`src/rtl/fp_addsub_pipe.sv`:
```
// Parametrised IEEE-754-style adder/subtractor: round-to-nearest-even, denormals
// flushed to zero, one operation per cycle, result five cycles after capture.
module fp_addsub_pipe #(
    parameter int EXP_W = 8,
    parameter int MAN_W = 23
) (
    input  logic                 clk,
    input  logic                 rst,
    input  logic [EXP_W+MAN_W:0] a,
    input  logic [EXP_W+MAN_W:0] b,
    input  logic                 sub,
    input  logic                 arg_vld,
    output logic [EXP_W+MAN_W:0] result,
    output logic [1:0]           state,
    output logic                 res_vld
);
    localparam int W   = 1 + EXP_W + MAN_W;
    localparam int GW  = MAN_W + 4;
    localparam int LZW = $clog2(GW + 1);
    localparam int EW  = EXP_W + LZW + 2;

    localparam logic [1:0]    ST_OK  = 2'b00;
    localparam logic [1:0]    ST_NAN = 2'b01;
    localparam logic [1:0]    ST_INF = 2'b10;
    localparam logic [1:0]    ST_NUL = 2'b11;
    localparam logic [W-1:0]  QNAN   = {1'b0, {EXP_W{1'b1}}, 1'b1, {(MAN_W-1){1'b0}}};
    localparam logic [EW-1:0] EMAX   = EW'((1 << EXP_W) - 1);
    localparam logic [EW-1:0] EZERO  = EW'(0);
    localparam logic [EW-1:0] EW_ONE = EW'(1);
    localparam logic [LZW-1:0] LZ_ONE = LZW'(1);

    typedef struct packed {
        logic         vld;
        logic         sub;
        logic [W-1:0] a;
        logic [W-1:0] b;
    } in_t;

    typedef struct packed {
        logic             vld, nan, inf, isgn;
        logic             a_sgn;
        logic [EXP_W-1:0] a_exp;
        logic [MAN_W-1:0] a_man;
        logic             b_sgn;
        logic [EXP_W-1:0] b_exp;
        logic [MAN_W-1:0] b_man;
    } s1_t;

    typedef struct packed {
        logic             vld, nan, inf, isgn, sgn, zsgn, eop;
        logic [EXP_W-1:0] exp;
        logic [GW-1:0]    xsig;
        logic [GW-1:0]    ysig;
    } s2_t;

    typedef struct packed {
        logic             vld, nan, inf, isgn, sgn, zsgn;
        logic [EXP_W-1:0] exp;
        logic [GW:0]      sum;
    } s3_t;

    typedef struct packed {
        logic          vld, nan, inf, isgn, sgn, zsgn, zero;
        logic [EW-1:0] exp;
        logic [GW-1:0] man;
    } s4_t;

    in_t in_d, in_q;
    s1_t s1_d, s1_q;
    s2_t s2_d, s2_q;
    s3_t s3_d, s3_q;
    s4_t s4_d, s4_q;
    logic [W-1:0] result_d, result_q;
    logic [1:0]   state_d, state_q;
    logic         res_vld_d, res_vld_q;

    logic [EXP_W-1:0] a_e_s, b_e_s, x_e_s, y_e_s, d_s;
    logic [MAN_W-1:0] x_m_s, y_m_s;
    logic             b_sgn_s, a_inf_s, b_inf_s, a_nan_s, b_nan_s;
    logic             a_big_s, x_sgn_s, y_sgn_s, inc_s;
    logic [GW-1:0]    y_ext_s, y_mask_s;
    logic [LZW-1:0]   lz_s;
    logic [EW-1:0]    e3_s, e5_s;
    logic [MAN_W+1:0] rnd_s;
    logic [MAN_W-1:0] m5_s;

    function automatic logic [LZW-1:0] lzc(input logic [GW-1:0] v);
        logic [LZW-1:0] n;
        logic           found;
        n     = '0;
        found = 1'b0;
        for (int i = GW - 1; i >= 0; i--) begin
            if (found || v[i]) begin
                found = 1'b1;
            end else begin
                n = n + LZ_ONE;
            end
        end
        return n;
    endfunction

    // Operand capture rank
    always_comb begin
        in_d.vld = arg_vld;
        in_d.sub = sub;
        in_d.a   = a;
        in_d.b   = b;
    end

    // Stage 1: unpack, flush denormals, resolve inf/NaN outcomes as flags
    always_comb begin
        a_e_s   = in_q.a[W-2:MAN_W];
        b_e_s   = in_q.b[W-2:MAN_W];
        b_sgn_s = in_q.b[W-1] ^ in_q.sub;
        a_inf_s = (&a_e_s) && (in_q.a[MAN_W-1:0] == '0);
        a_nan_s = (&a_e_s) && (in_q.a[MAN_W-1:0] != '0);
        b_inf_s = (&b_e_s) && (in_q.b[MAN_W-1:0] == '0);
        b_nan_s = (&b_e_s) && (in_q.b[MAN_W-1:0] != '0);
        s1_d       = '0;
        s1_d.vld   = in_q.vld;
        s1_d.nan   = a_nan_s | b_nan_s | (a_inf_s & b_inf_s & (in_q.a[W-1] ^ b_sgn_s));
        s1_d.inf   = ~(a_nan_s | b_nan_s) & (a_inf_s | b_inf_s) & ~(a_inf_s & b_inf_s & (in_q.a[W-1] ^ b_sgn_s));
        s1_d.isgn  = a_inf_s ? in_q.a[W-1] : b_sgn_s;
        s1_d.a_sgn = in_q.a[W-1];
        s1_d.a_exp = a_e_s;
        s1_d.a_man = (a_e_s == '0) ? '0 : in_q.a[MAN_W-1:0];
        s1_d.b_sgn = b_sgn_s;
        s1_d.b_exp = b_e_s;
        s1_d.b_man = (b_e_s == '0) ? '0 : in_q.b[MAN_W-1:0];
    end

    // Stage 2: larger magnitude becomes X; Y is aligned with guard/round/sticky
    always_comb begin
        a_big_s = {s1_q.a_exp, s1_q.a_man} >= {s1_q.b_exp, s1_q.b_man};
        if (a_big_s) begin
            x_sgn_s = s1_q.a_sgn; x_e_s = s1_q.a_exp; x_m_s = s1_q.a_man;
            y_sgn_s = s1_q.b_sgn; y_e_s = s1_q.b_exp; y_m_s = s1_q.b_man;
        end else begin
            x_sgn_s = s1_q.b_sgn; x_e_s = s1_q.b_exp; x_m_s = s1_q.b_man;
            y_sgn_s = s1_q.a_sgn; y_e_s = s1_q.a_exp; y_m_s = s1_q.a_man;
        end
        d_s      = x_e_s - y_e_s;
        y_ext_s  = {|y_e_s, y_m_s, 3'b000};
        y_mask_s = ~({GW{1'b1}} << d_s);
        s2_d      = '0;
        s2_d.vld  = s1_q.vld;
        s2_d.nan  = s1_q.nan;
        s2_d.inf  = s1_q.inf;
        s2_d.isgn = s1_q.isgn;
        s2_d.sgn  = x_sgn_s;
        s2_d.zsgn = x_sgn_s & y_sgn_s;
        s2_d.eop  = x_sgn_s ^ y_sgn_s;
        s2_d.exp  = x_e_s;
        s2_d.xsig = {|x_e_s, x_m_s, 3'b000};
        s2_d.ysig = (y_ext_s >> d_s) | {{(GW-1){1'b0}}, |(y_ext_s & y_mask_s)};
    end

    // Stage 3: magnitude add or subtract; X >= Y so the difference stays non-negative
    always_comb begin
        s3_d      = '0;
        s3_d.vld  = s2_q.vld;
        s3_d.nan  = s2_q.nan;
        s3_d.inf  = s2_q.inf;
        s3_d.isgn = s2_q.isgn;
        s3_d.sgn  = s2_q.sgn;
        s3_d.zsgn = s2_q.zsgn;
        s3_d.exp  = s2_q.exp;
        if (s2_q.eop) begin
            s3_d.sum = {1'b0, s2_q.xsig} - {1'b0, s2_q.ysig};
        end else begin
            s3_d.sum = {1'b0, s2_q.xsig} + {1'b0, s2_q.ysig};
        end
    end

    // Stage 4: normalise so the hidden bit sits at the top of the mantissa field
    always_comb begin
        lz_s      = lzc(s3_q.sum[GW-1:0]);
        e3_s      = {{(EW-EXP_W){1'b0}}, s3_q.exp};
        s4_d      = '0;
        s4_d.vld  = s3_q.vld;
        s4_d.nan  = s3_q.nan;
        s4_d.inf  = s3_q.inf;
        s4_d.isgn = s3_q.isgn;
        s4_d.sgn  = s3_q.sgn;
        s4_d.zsgn = s3_q.zsgn;
        s4_d.zero = (s3_q.sum == '0);
        if (s3_q.sum[GW]) begin
            s4_d.man = {s3_q.sum[GW:2], s3_q.sum[1] | s3_q.sum[0]};
            s4_d.exp = e3_s + EW_ONE;
        end else begin
            s4_d.man = s3_q.sum[GW-1:0] << lz_s;
            s4_d.exp = e3_s - {{(EW-LZW){1'b0}}, lz_s};
        end
    end

    // Stage 5: round to nearest even, detect overflow/underflow, pack and classify
    always_comb begin
        inc_s     = s4_q.man[2] & (s4_q.man[1] | s4_q.man[0] | s4_q.man[3]);
        rnd_s     = {1'b0, s4_q.man[GW-1:3]} + {{(MAN_W+1){1'b0}}, inc_s};
        e5_s      = s4_q.exp + {{(EW-1){1'b0}}, rnd_s[MAN_W+1]};
        m5_s      = rnd_s[MAN_W+1] ? rnd_s[MAN_W:1] : rnd_s[MAN_W-1:0];
        result_d  = result_q;
        state_d   = state_q;
        res_vld_d = s4_q.vld;
        if (s4_q.vld) begin
            if (s4_q.nan) begin
                result_d = QNAN;
                state_d  = ST_NAN;
            end else if (s4_q.inf) begin
                result_d = {s4_q.isgn, {EXP_W{1'b1}}, {MAN_W{1'b0}}};
                state_d  = ST_INF;
            end else if (s4_q.zero) begin
                result_d = {s4_q.zsgn, {(W-1){1'b0}}};
                state_d  = ST_NUL;
            end else if ($signed(e5_s) >= $signed(EMAX)) begin
                result_d = {s4_q.sgn, {EXP_W{1'b1}}, {MAN_W{1'b0}}};
                state_d  = ST_INF;
            end else if ($signed(e5_s) <= $signed(EZERO)) begin
                result_d = {s4_q.sgn, {(W-1){1'b0}}};
                state_d  = ST_NUL;
            end else begin
                result_d = {s4_q.sgn, e5_s[EXP_W-1:0], m5_s};
                state_d  = ST_OK;
            end
        end else begin
            result_d = result_q;
            state_d  = state_q;
        end
    end

    // Pipeline ranks and registered outputs
    always_ff @(posedge clk or negedge rst) begin
        if (!rst) begin
            in_q      <= '0;
            s1_q      <= '0;
            s2_q      <= '0;
            s3_q      <= '0;
            s4_q      <= '0;
            result_q  <= '0;
            state_q   <= 2'b00;
            res_vld_q <= 1'b0;
        end else begin
            in_q      <= in_d;
            s1_q      <= s1_d;
            s2_q      <= s2_d;
            s3_q      <= s3_d;
            s4_q      <= s4_d;
            result_q  <= result_d;
            state_q   <= state_d;
            res_vld_q <= res_vld_d;
        end
    end

    assign result  = result_q;
    assign state   = state_q;
    assign res_vld = res_vld_q;

endmodule

```
`config.mk`:
```
export PLATFORM = sky130hd
export DESIGN_NAME = fp_addsub_pipe
export DESIGN_NICKNAME = d
export VERILOG_FILES = /design/src/rtl/fp_addsub_pipe.sv
export SDC_FILE = /design/constraint.sdc
export NUM_CORES = 1
export LEC_CHECK = 0
export ABC_CLOCK_PERIOD_IN_PS = 16400
export BUFFER_PORTS_ARGS = -buffer_cell sky130_fd_sc_hd__buf_2
export CAP_MARGIN = 15
export CORE_ASPECT_RATIO = 1.25
export CORE_UTILIZATION = 29
export DETAILED_ROUTE_END_ITERATION = 10
export GPL_ROUTABILITY_DRIVEN = 0
export GPL_TIMING_DRIVEN = 1
export SYNTH_ARGS = -nofsm -noshare
export SYNTH_HDL_FRONTEND = slang
export SYNTH_SLANG_ARGS = --single-unit
```
`constraint.sdc`:
```
create_clock -name clk -period 16.4 [get_ports clk]
set_clock_uncertainty 0.2 [all_clocks]
set_input_delay 0.82 -clock clk [delete_from_list [all_inputs] [get_ports clk]]
set_output_delay 0.82 -clock clk [all_outputs]
set_load 0.005 [all_outputs]
```
==> metrics.md, run 1 <==
| Metric | Value |
|---|---|
| RSZ-0062 raised after global routing | `false` |
| CTS root buf | `clkbuf_16` |
| Via count | `16000` |
| DR DRC count | `0` |
| Largest net degree at the start of global routing | `101` |
| # setup viols final | `0` |
| First-pass DRT Iterations | `5` |
| DR vias/cell | `5.04` |
| Max Cap Violations | `0` |
| Final hold vios | `0` |
| Crit Path Class | `reg -> reg` |
| Starting Density | `29.3%` |
| Mux cell area share after synthesis | `between 6 and 7%` |
| Total GRT Usage | `14.7%` |
| Total CTS buffers | `36` |
| Mapped Area | `20000 um^2` |
| Deepest clock path buffer count | `3` |
| Ys Warns | `0` |
| Yosys reg bits | `about 320` |
| Wire length per cell | `16.3 um` |
| Req. time, crit path | `16.66 ns` |
| Setup TNS Final | `0 ns` |
| CP max FO | `37` |
| Startpoint Class | `register` |
| Worst-Margin Slew | `1.16 ns` |
| Synth Area in Compound Gates | `between 15 and 20%` |
| Sequential share of the synthesized area | `40.1%` |
| Worst stage delay on the critical path | `0.51 ns` |
| Part of the cycle the worst path needs | `77.2%` |
| CORE AREA | `68300 um^2` |
| Cts hold-fix bufs | `0` |
| Gate Count Post-Synth | `2207` |
| Post-synth EDFFs | `0` |
| Synth-to-Final Area Change | `13.0%` |
| Initial antenna violation count | `0` |
| CTS tree | `yes` |
| Max VDD drop | `0.0836 mV` |
| I/O pins | `103` |
| Initial DRC Count | `between 700 and 800` |
| HPWL after DPL | `39700 um` |
| GR Overflow Total | `0` |
| Leakage power | `0.0101 uW` |
| Clk sinks | `321` |
| Most common cell after layout, fill and taps aside | `dfrtp_1` |
| Total Power | `2920 uW` |
| Post-Synth XOR/XNOR Area | `5.37%` |
| Synthesized area per cell | `9.07 um^2` |
| Final-stage net count | `2453` |
| Share of cells above drive strength 1 | `10.3%` |
| Final slew viol count | `0` |
| Row cnt | `107` |
| DRT antenna net count | `0` |
| Async S/R FF share, synth | `100%` |
| Crit path top cell by count | `ha_1` |
| Most frequent cells in the layout | `321 x dfrtp_1, 232 x nand2_1, 173 x a21oi_1` |
| Worst setup EP type | `register` |
| Worst Hold Class | `in -> async` |
| Post-CTS Resized | `0` |
| First-pass GRT wire length | `83200 um` |
| Slowest CP cell | `dfrtp_1` |
| Die footprint | `~70000 um^2` |
| P per Cell Area | `~130 nW/um^2` |
| Die width | `237 um` |
| Vias in the first global route | `15700` |
| CTS clk-pin slew, worst paths | `0.06 ns` |
| Skew-Pair Late Insertion Delay | `0.57 ns` |
| Post-synth cell types | `96` |
| Die height | `around 300 um` |
| PortBufs | `102` |
| Net Count, Synth | `2392` |
| Outcome | `finished clean` |
| Main flop type after synthesis | `dfrtp_1` |
| CTS H-tree depth | `2` |
| Final Critical Period | `about 13 ns` |
| Max Freq | `0.0790 GHz` |
| N_diodes | `0` |
| Synth Area in Adders | `7.59%` |
| Synth Area in Simple Gates | `17.5%` |
| Post-CTS setup buffers | `0` |
| Drt total wl | `51600 um` |
| CP Data Arrival Time | `12.92 ns` |
| Largest family of logic cells by synthesized area | `compound AO/OA/AOI/OAI gates` |
| Rel. slew slack | `22.5%` |
## final cells by class
type | instances | area [um^2]
Clock buffer | 48 | 1030
Clock inverter | 15 | 168
Fill cell | 7117 | 45700
Inverter | 148 | 556
Multi-Input combinational cell | 1635 | 11000
Sequential cell | 321 | 8030
Tap cell | 872 | 1090
Timing Repair Buffer | 126 | 701
## routing by layer
| layer | global-route usage (%) | share of wire, % | up-vias |
|---|---|---|---|
| met1 | 16.9 | 41 | 7574 |
| met3 | 1.75 | 3.4 | 112 |
| met2 | 27.1 | 52 | 347 |
| met5 | 0 | 0 | - |
| met4 | 6.75 | 4.2 | 0 |
| li1 | - | - | 7924 |
## final timing paths
path	startpoint	endpoint	slack (ns)	cells after the start
min in group clk	s2_q[58]	e3_s[4]	0.13	0
worst min-delay path	rst	in_q[36]	0.07	1
worst min register to register	s2_q[58]	e3_s[4]	0.13	0
worst max-delay path	s3_q[25]	s4_q[34]	3.74	58
max in group asynchronous	rst	s4_q[6]	13.64	3
worst max register to register	s3_q[25]	s4_q[34]	3.74	58
## cell families after synthesis
| group | after synthesis |
|---|---|
| and+or+nand+nor | 717 |
| AOI/OAI and AO/OA | 559 |
| DFF | 321 |
| buffers and inverters | 251 |
| muxes | 136 |
| adders and majority gates | 121 |
| xor gates and xnor gates | 102 |
## cell usage after synthesis (all sizes together) (30+ instances only)
| cell type | instances | area share, % |
|---|---|---|
| nor2 | 156 | 3.0 |
| ha | 115 | 7.2 |
| xor2 | 34 | 1.7 |
| mux2i | 125 | 6.3 |
| nand3 | 53 | 1.3 |
| inv | 147 | 2.8 |
| nand2 | 233 | 4.4 |
| dfrtp | 321 | 40 |
| o22ai | 31 | 0.97 |
| xnor2 | 61 | 2.9 |
| nor4 | 30 | 1.1 |
| and2 | 60 | 1.9 |
| o21ai | 138 | 3.5 |
| a21oi | 175 | 4.5 |
| clkbuf | 81 | 1.5 |
| nor3 | 48 | 1.2 |
## sequential cells by signal, indices dropped and copies added (netlist names)
signal	flops
a_e_s	8
b_e_s	8
e3_s	8
in_q	50
res_vld	1
res_vld_d	1
result	32
s1_q	68
s2_q	66
s3_q	34
s4_q	43
state	2
## critical path: cells and delay by family (launching register included)
kind / cells / cell delay, ns
AOI/OAI and AO/OA: 22 / 4.21
xor gates and xnor gates: 2 / 0.34
adders and majority gates: 11 / 3.29
buffers and inverters: 4 / 0.46
DFF: 1 / 0.51
muxes: 6 / 1.25
and+or+nand+nor: 13 / 2.26
## through the flow
| stage | util (%) | instance area [um^2] | hold WS [ns] | cells | setup slack (ns) |
|---|---|---|---|---|---|
| 3_3_place_gp | 31.4 | 21400 | 0.134 | 3102 | 4.26 |
| 3_5_place_dp | 31.4 | 21400 | 0.135 | 3102 | 3.92 |
| 4_1_cts | 33.1 | 22600 | 0.119 | 3165 | 3.88 |
| 2_1_floorplan | - | 20000 | 0.131 | 2207 | 4.60 |
| 5_1_grt | 33.1 | 22600 | 0.136 | 3165 | 2.81 |
| 6_report | 33.1 | 22600 | 0.0677 | 3165 | 3.74 |
## where the power goes
part / switching (uW) / internal, uW / leakage (uW)
Sequential: 193 / 930 / 0.00386
Clock: 327 / 478 / 0.000587
Combinational: 584 / 404 / 0.00566
Power figures use the tool's default switching activity.
==> run 2: changes to the inputs <==
- ABC_CLOCK_PERIOD_IN_PS: 16400 -> 12900
- clock period: 16.4 -> 12.9 ns (I/O delays scaled with it)
==> run 2 against run 1 <==
Against the previous run:
- die area is the same
- global-route usage grew 0.25 points
- routed wire length grew 1.2%
- clock power grew 27%
- cell count grew 2.1%
- critical path depth is the same
- non-clock buffer count grew 66
- worst setup slack lost 2.8 ns
- flip-flop and latch count is the same
- critical path type unchanged
- largest power group unchanged
==> metrics.md, run 2 (same netlist as run 1, synthesis figures left out) <==
| Metric | Value |
|---|---|
| Share of cells above drive strength 1 | `10.2% (-0.12 points)` |
| GR Overflow Total | `0 (unchanged)` |
| HPWL after DPL | `39400 um (-0.78%)` |
| CTS clk-pin slew, worst paths | `0.06 ns (about the same)` |
| RSZ-0062 raised after global routing | `false` |
| Die height | `296 um (unchanged)` |
| Initial antenna violation count | `0 (unchanged)` |
| Critical path origin | `s3_q[24]` |
| P per Cell Area | `160 nW/um^2 (+24%)` |
| Deepest clock path buffer count | `3 (unchanged)` |
| DRT antenna net count | `0 (unchanged)` |
| N_diodes | `0 (unchanged)` |
| Post-Place Cells | `3099 (-0.097%)` |
| CTS H-tree depth | `2 (unchanged)` |
| Row cnt | `107 (unchanged)` |
| CORE AREA | `68300 um^2 (unchanged)` |
| Drt total wl | `52200 um (+1.2%)` |
| Finished Layout Cells | `3232 (+2.1%)` |
| Slowest CP cell | `dfrtp_2` |
| Max Cap Violations | `0 (unchanged)` |
| Clk sinks | `321 (unchanged)` |
| Via count | `16300 (+2.1%)` |
| CP max FO | `10 (-73%)` |
| Worst stage delay on the critical path | `0.48 ns (-0.03 ns)` |
| Worst r2r dst | `s4_q[35]` |
| CP Data Arrival Time | `12.17 ns (-0.75 ns)` |
| Placed inst area | `21400 um^2 (about the same)` |
| Hold Path Depth | `1` |
| # setup viols final | `0 (unchanged)` |
| Hold Path End | `a_e_s[2]` |
| Crit path top cell by count | `ha_1` |
| PortBufs | `102 (unchanged)` |
| Initial DRC Count | `878 (+10%)` |
| Outcome | `finished clean` |
| Worst Hold Class | `in -> reg` |
| Largest net degree at the start of global routing | `148 (+47%)` |
| Skew-Pair Late Insertion Delay | `0.56 ns (about the same)` |
| Most common cell after layout, fill and taps aside | `dfrtp_1` |
| Vias in the first global route | `16000 (+2.0%)` |
| First-pass GRT wire length | `84700 um (+1.8%)` |
| Max Freq | `0.0837 GHz (+6.0%)` |
| Hold Crit Start | `a[25]` |
| Post-Layout Inst Area | `23300 um^2 (+3.0%)` |
| DR vias/cell | `5.04 (about the same)` |
| Top reg by flops | `s1_q` |
| Max reg flops | `68 (unchanged)` |
| Max VDD drop | `0.101 mV (+20%)` |
| Crit Path Class | `reg -> reg` |
| Final Critical Period | `11.95 ns (-0.715 ns)` |
| Die footprint | `70100 um^2 (unchanged)` |
| Starting Density | `29.3% (unchanged)` |
| Regs by FF count | `s1_q: 68 flops, s2_q: 66 flops, in_q: 50 flops` |
| Worst-Margin Slew | `1.13 ns (-0.0335 ns)` |
| Startpoint Class | `register` |
| Die width | `237 um (unchanged)` |
| Cells on worst reg2reg path | `58 (unchanged)` |
| Final-stage net count | `2518 (+2.6%)` |
| CTS root buf | `clkbuf_16` |
| Wire length per cell | `16.2 um (-0.90%)` |
| I/O pins | `103 (unchanged)` |
| Final hold vios | `0 (unchanged)` |
| Flop-to-flop setup slack | `0.95 ns (-2.79 ns)` |
| Total CTS buffers | `35 (-2.8%)` |
| CTS tree | `yes` |
| Worst setup EP type | `register` |
| Total GRT Usage | `14.9% (+0.25 points)` |
| Setup TNS Final | `0 ns (unchanged)` |
| Most frequent cells in the layout | `319 x dfrtp_1, 232 x nand2_1, 173 x a21oi_1` |
| DR DRC count | `0 (unchanged)` |
| Synth-to-Final Area Change | `16.4%` |
| Rel. slew slack | `24.7% (+2.2 points)` |
| Final WS setup | `0.953 ns (-2.79 ns)` |
| Final slew viol count | `0 (unchanged)` |
| Part of the cycle the worst path needs | `92.6% (+15 points)` |
| Req. time, crit path | `13.12 ns (-3.54 ns)` |
| Pre-CTS setup slack | `0.784 ns (-3.14 ns)` |
| Leakage power | `0.0104 uW (+2.8%)` |
| First-pass DRT Iterations | `5 (unchanged)` |
| Worst r2r src | `s3_q[24]` |
run 2: cell count changes in the layout (fill, tap and decap cells not counted), sizes merged:
cell	change
buf	+1
dlygate4sd3	+65
clkinv	-2
clkbuf	+4
clkinvlp	-1
run 2: layout make-up:
cell class / instances / area, um^2
Fill cell: 7040 / 45000
Multi-Input combinational cell: 1635 / 11100
Sequential cell: 321 / 8040
Timing Repair Buffer: 192 / 1370
Tap cell: 872 / 1090
Clock buffer: 52 / 1040
Inverter: 148 / 556
Clock inverter: 12 / 146
run 2: per-stage QoR:
step                      utilization, %  total power [uW]  hold slack [ns]
after floorplan                        -              2270            0.131
after global placement              31.4              2690            0.134
after detailed placement            31.4              2690            0.135
after CTS                           34.1              3750         0.000279
after global routing                34.1              3970           0.0105
final                               34.1              3730           0.0230
run 2: power breakdown:
group	total (uW)	switching, uW	internal, uW
sequential	1430	247	1180
clock	1020	416	608
combinational	1280	748	529
total	3730	1410	2320
run 2: worst max path at each step:
stage	cells past startpoint	endpoint
finish	58	s4_q[35]
CTS	60	s4_q[34]
detailed placement	59	s4_q[34]
global route	60	s4_q[35]
global placement	60	s4_q[34]
floorplan	62	s4_q[34]
run 2: repair_timing:
action                                  4_1_cts  5_1_grt
hold endpoints to repair                    120        0
endpoints found under the setup margin        0       28
resized for setup                             0        9
setup buffers                                 0        4
hold buffers                                 65        0
run 2: layer usage:
layer	vias to the layer above	track usage, %	wire, um
met4	0	6.86	1990
met1	7722	17.2	21200
met2	387	27.6	27200
met5	-	0	0
li1	8062	-	-
met3	114	1.77	1920
run 2: worst max-delay path: cells and delay by family, from the launching register on:
family | cells | cell delay [ns]
fa+ha+maj | 12 | 3.43
flops | 1 | 0.48
simple gates | 12 | 1.80
compound gates | 25 | 4.43
buf+inv | 2 | 0.13
mux | 7 | 1.35
